### src/rtl/sub_serial.sv
// sub_serial: bit-serial W-bit subtractor (a - b - bi), LSB first, one bit per cycle.
// Define SUB_SERIAL_OVF_EN to add the signed-overflow output ovf.
module sub_serial #(
  parameter int W = 4
) (
  input  logic         clk,
  input  logic         rst,
  input  logic         start,
  input  logic [W-1:0] a,
  input  logic [W-1:0] b,
  input  logic         bi,
  output logic         busy,
  output logic         done,
  output logic [W-1:0] diff,
  output logic         bo
`ifdef SUB_SERIAL_OVF_EN
  ,
  output logic         ovf
`endif
);
  localparam int CW = $clog2(W) + 1;
  typedef enum logic [1:0] {IDLE, RUN, DONE} state_t;
  state_t state_q, state_d;
  logic [W-1:0] a_q, a_d, b_q, b_d, diff_q, diff_d;
  logic br_q, br_d, bo_q, bo_d;
  logic [CW-1:0] cnt_q, cnt_d;
  logic [CW-2:0] idx;
  logic run, accept, last, ai, bb, d, br_nx;
`ifdef SUB_SERIAL_OVF_EN
  logic ovf_q, ovf_d;
`endif
  always_comb begin
    run = state_q == RUN;
    accept = !run && start;
    last = cnt_q == CW'(W - 1);
    idx = cnt_q[CW-2:0];
    ai = a_q[idx];
    bb = b_q[idx];
    d = ai ^ bb ^ br_q;
    br_nx = (~ai & bb) | (~(ai ^ bb) & br_q);
    state_d = accept ? RUN : run ? (last ? DONE : RUN) : IDLE;
    a_d = accept ? a : a_q;
    b_d = accept ? b : b_q;
    br_d = accept ? bi : run ? br_nx : br_q;
    cnt_d = accept ? '0 : run ? cnt_q + CW'(1) : cnt_q;
    diff_d = run ? {d, diff_q[W-1:1]} : diff_q;
    bo_d = (run && last) ? br_nx : bo_q;
`ifdef SUB_SERIAL_OVF_EN
    // d is the final MSB of diff on the last RUN cycle
    ovf_d = (run && last) ? ((a_q[W-1] != b_q[W-1]) && (d != a_q[W-1])) : ovf_q;
`endif
  end
  always_ff @(posedge clk) begin
    if (rst) begin
      state_q <= IDLE;
      a_q <= '0;
      b_q <= '0;
      br_q <= 1'b0;
      cnt_q <= '0;
      diff_q <= '0;
      bo_q <= 1'b0;
`ifdef SUB_SERIAL_OVF_EN
      ovf_q <= 1'b0;
`endif
    end else begin
      state_q <= state_d;
      a_q <= a_d;
      b_q <= b_d;
      br_q <= br_d;
      cnt_q <= cnt_d;
      diff_q <= diff_d;
      bo_q <= bo_d;
`ifdef SUB_SERIAL_OVF_EN
      ovf_q <= ovf_d;
`endif
    end
  end
  assign busy = state_q == RUN;
  assign done = state_q == DONE;
  assign diff = diff_q;
  assign bo = bo_q;
`ifdef SUB_SERIAL_OVF_EN
  assign ovf = ovf_q;
`endif
endmodule

### config.mk
export PLATFORM = sky130hd
export DESIGN_NAME = sub_serial
export DESIGN_NICKNAME = d
export VERILOG_FILES = /design/src/rtl/sub_serial.sv
export SDC_FILE = /design/constraint.sdc
export NUM_CORES = 1
export LEC_CHECK = 0
export CORE_MARGIN = 4
export CORE_UTILIZATION = 49
export DETAILED_ROUTE_END_ITERATION = 6
export PLACE_DENSITY = 0.84
export SYNTH_ARGS = -nofsm -noshare
export SYNTH_HDL_FRONTEND = slang
export SYNTH_SLANG_ARGS = --single-unit
### constraint.sdc
create_clock -name clk -period 2.5 [get_ports clk]
set_input_delay 0.5 -clock clk [delete_from_list [all_inputs] [get_ports clk]]
set_output_delay 0.5 -clock clk [all_outputs]
set_load 0.01 [all_outputs]
* After elaboration in Yosys (flattened, before gate mapping)
Index checks and enable logic that the tools add are counted.
** Storage, ports and cells
- Register bits after elaboration :: 19
- Input port bits :: 12
- Output and inout bits :: 7
** Operators by class
- Add/sub/neg operators :: 1
- Magnitude comparators :: 1
- Equality and inequality tests :: 3
- Multiplexer cells :: 9
- Bitwise operators :: 8
- Reductions and logical operators :: 6
** Operator list (number)
- 1-bit 2-to-1 mux :: 6
- 1-bit binary-select mux with 2-bit select :: 2
- 3-bit by 1-bit adder with 3-bit output, second input constant :: 1
- 3-bit by 2-bit == test with 1-bit output, second input constant :: 1
- 2-bit by 3-bit less-than comparator with 1-bit output, second input constant :: 1
- 1-bit inverter :: 3
- 3-bit OR reduction :: 1
- 1-bit bitwise AND :: 2
- 2-bit by 1-bit == test with 1-bit output, second input constant :: 1
- 2-bit == test, second input constant :: 1
- 1-bit logical AND :: 2
- 2-bit 2-to-1 mux :: 1
- 2-bit nonzero test :: 1
- 2-bit OR reduction :: 1
- 1-bit bitwise XOR :: 2
- 1-bit logical NOT :: 1
- 1-bit OR :: 1

* Logic depth before layout (Yosys ltp)
- Depth after elaboration :: 8
- Gate-level depth with buffers :: 5

* Worst setup path before layout
Ideal clock, no wire load.
- Kind :: register to register
- From :: reg cnt_q[0]
- To :: reg br_q
- Arrival time :: 1.634 ns
- Data required time :: 2.414 ns
- Setup slack :: 0.779 ns
- Stages on the path, launching flop included :: 4
- Path buffers :: 0
- Clock period less this slack :: 1.721 ns
- Cell sequence :: dfxtp_1 mux4_2 fa_1 a221oi_2
** Between the ends
- Cells in the longest elaborated chain, start to end :: 8
** Ends and longest elaborated chain
- start: declaration :: line 26 : logic [CW-1:0] cnt_q, cnt_d;
- start signal: assignment :: line 70 : cnt_q <= cnt_d;
- 1-bit binary-select mux with 2-bit select (on tied branches) :: line 37, 38
- 1-bit 2-to-1 mux (on tied branches) :: line 37, 38
- 1-bit bitwise XOR :: line 40 : br_nx = (~ai & bb) | (~(ai ^ bb) & br_q);
- 1-bit inverter :: line 40
- 1-bit bitwise AND :: line 40
- 1-bit OR * :: line 40
- 1-bit 2-to-1 mux * (2 in a row) :: line 44 : br_d = accept ? bi : run ? br_nx : br_q;
- end signal: assignment :: line 69 : br_q <= br_d;
- end: declaration :: line 25 : logic br_q, br_d, bo_q, bo_d;
Mark *: on every way between the ends. The rest lies on a longest branch, timed or not. The select of a mux whose other input is x is not followed.
A chain may end at the register's enable or synchronous reset.

* Worst setup path in the final report
- From :: reg state_q[1]
- To :: out done
** Between the ends
- Cells in the longest elaborated chain, start to end :: 1
** Ends and longest elaborated chain
- start: declaration :: line 23 : state_t state_q, state_d;
- start signal: assignment :: line 66 : state_q <= state_d;
- 2-bit == test :: line 79 : assign done = state_q == DONE;
- end: declaration :: line 13 : output logic done,
No other way between the ends.

==> results.py <==
metrics = {
    "flow_run": {
        "cap_viol_max_count": 0,
    },
    "place": {
        "dp_hpwl_mm": 1.08,
        "postPlaceCellArea_sq_um": 1090,
        "preCtsSetupSlack_ns": 0.600,
        "port_buffers": 18,
        "place.detailed.instances": 122,
        "gp_routability_congestion": 0.748,
    },
    "sta": {
        "worst_slew_margin_relative_to_its_limit_pct": 46.2,
        "post-route-min-period_ns": 1.82,
        "final_hold_viol_count": 0,
        "setup_violations": 0,
        "worstMarginPinSlew_ns": 0.805,
        "rsz_0062_raised_after_global_routing": "no",
        "setup-tns-final_ns": 0,
        "whs_ns": 0.481,
        "finalClockSkew_ns": 0.00148,
        "max_freq_ghz": 0.549,
        "post-route-period-util_pct": 72.8,
        "slew_violations": 0,
        "final.setup.worst_slack_ns": 0.680,
    },
    "detailed_routing": {
        "detailedRoute.firstIterationViolations": 1,
        "pre_repair_dr_iteration_count": 3,
        "detail_route.vias_per_cell": 4.90,
        "wl_per_cell_um": 11.5,
        "vias": 618,
        "drt_wl_total_mm": 1.45,
        "drc": 0,
        "final_antenna_net_count": 0,
    },
    "clocking": {
        "max-clock-path-buffers": 2,
        "cts_inserted_buffers": 3,
        "htree_levels": 1,
        "cts_setup_buffers": 0,
        "clkLatencyLatePin_ns": 0.29,
        "tritoncts": "done",
        "path_clk_slew_ns": 0.09,
        "cts_root_buf": "clkbuf_4",
        "cts.sink_count": 19,
        "ctsHoldBuffers": 0,
        "cts.repair.resized": 0,
    },
    "floorplanning": {
        "die_y_um": 51.4,
        "chipWidth_um": 51.4,
        "num_rows": 15,
        "top_level_ports": 19,
        "placeableCoreArea_sq_um": 1750,
        "overall_die_area_sq_um": 2640,
        "initial_core_util_pct": 52.8,
    },
    "final_layout": {
        "layout_commonest_cell": "dfxtp_1",
        "final_core_utilization_pct": 63.8,
        "final_layout_size_suffix_gt1_share_pct": 11.9,
        "num-fill-cells": 154,
        "design.final.nets": 117,
        "layout.cells.most_common_list": "19 x dfxtp_1, 18 x clkdlybuf4s50_1, 16 x nand2b_1, 13 x mux2i_1, 7 x nor2_1",
        "syn_to_final_growth_pct": 20.9,
        "diodes": 0,
        "design_area_sq_um": 1110,
        "final_cell_count_no_fill": 126,
    },
    "yosys": {
        "postSynthCellCount": 83,
        "synth.net_count": 98,
        "ys_top_cells_by_area": "dfxtp_1 41%, mux2i_1 14%, nand2b_1 11%",
        "avgSynthCellArea_sq_um": 11.1,
        "synthDominantAreaCellType": "dfxtp_1",
        "synth.cell_area_sq_um": 921,
        "ys_seq_elements": 19,
        "synth_seq_area_share_pct": 41.3,
        "number_of_unique_standard_cell_types_used_by_synthesis": 23,
        "post-synth-top-area-fraction_pct": 41.3,
        "synthesis.yosys.warnings": 0,
    },
    "global_routing": {
        "grt_start_max_net_pins": 28,
        "via_count_of_the_first_global_routing_pass": 594,
        "global_route_wire_length_before_repair_mm": 2.53,
        "grt_antenna_before_repair": 0,
        "grt_overflow_total": 0,
        "grt.total_usage_pct": 13.0,
    },
    "run_status": {
        "outcome": "finished, final reports clean",
    },
    "hold_path": {
        "hp-class": "register to register",
    },
    "critical_path": {
        "critical_path_required_ns": 2.00,
        "timing.critical_path.arrival_ns": 1.32,
        "crit_type": "register to primary output",
        "startpoint_type": "register",
        "cp_max_fo": 2,
        "cp-end-kind": "primary output",
    },
    "power": {
        "ir_drop_mv": 0.289,
        "p_total_uw": 573,
        "static-leakage-power_nw": 0.421,
        "power.density_cell_area_nw_per_um2": 514,
    },
}
## sequential cells by signal, indices dropped and copies added, names as in the netlist
name and cells:
bo 1, diff 4, b_q 4, state_q 2, br_q 1, cnt_q 3
a_q 4
## metal layers
metal | GRT usage, % | wire length [um]
met3 | 2.92 | 86
met4 | 9.17 | 34
met2 | 22.1 | 725
met5 | 0 | 0
met1 | 14.3 | 604
## critical path, cell delays in order (launching register included)
cell,delay [ns]
dfxtp_1,0.38
and2b_1,0.13
clkdlybuf4s50_1,0.52
## report_power, final
| group | internal (mW) | switching (mW) |
|---|---|---|
| sequential | 0.318 | 0.00993 |
| clock | 0.0620 | 0.0839 |
| combinational | 0.0562 | 0.0421 |
## synth_stat cells
master,instances
buf_6,2
nand2_1,2
and2b_1,1
mux4_2,2
buf_12,1
a311oi_2,1
nor3_2,1
fa_1,1
a2111oi_2,1
dfxtp_1,19
xnor2_1,1
nor2_1,7
ha_1,2
a221oi_2,1
nand2b_1,16
a21oi_1,2
inv_1,4
nor3_1,1
buf_2,2
nor2_4,1
mux2i_1,13
nor3b_1,1
nor2b_4,1
## kinds of logic (layout without fill, tap and decap cells)
| group | Yosys count | after routing | synth area share [%] |
|---|---|---|---|
| buf+inv | 9 | 27 | 7.34 |
| simple gates | 31 | 31 | 20.5 |
| mux | 15 | 15 | 19.0 |
| flops | 19 | 19 | 41.3 |
| fa+ha+maj | 3 | 3 | 4.89 |
| compound gates | 5 | 5 | 5.98 |
| xor+xnor | 1 | 1 | 0.951 |
## worst paths after layout
check	from	endpoint	slack, ns	cells after the start
max	state_q[1]	done	0.68	2
min	b_q[1]	b_q[1]	0.48	2
max reg2reg	cnt_q[0]	br_q	0.69	3
min reg2reg	b_q[1]	b_q[1]	0.48	2
## layout make-up
type                            count  area, sq um  share of cell area (%)
Multi-Input combinational cell     55          473                    42.5
Timing Repair Buffer               19          188                    16.9
Sequential cell                    19          380                    34.2
Tap cell                           25         31.3                    2.81
Clock buffer                        4         26.3                    2.36
Inverter                            4         15.0                    1.35
(Power assumes the default switching activity.)
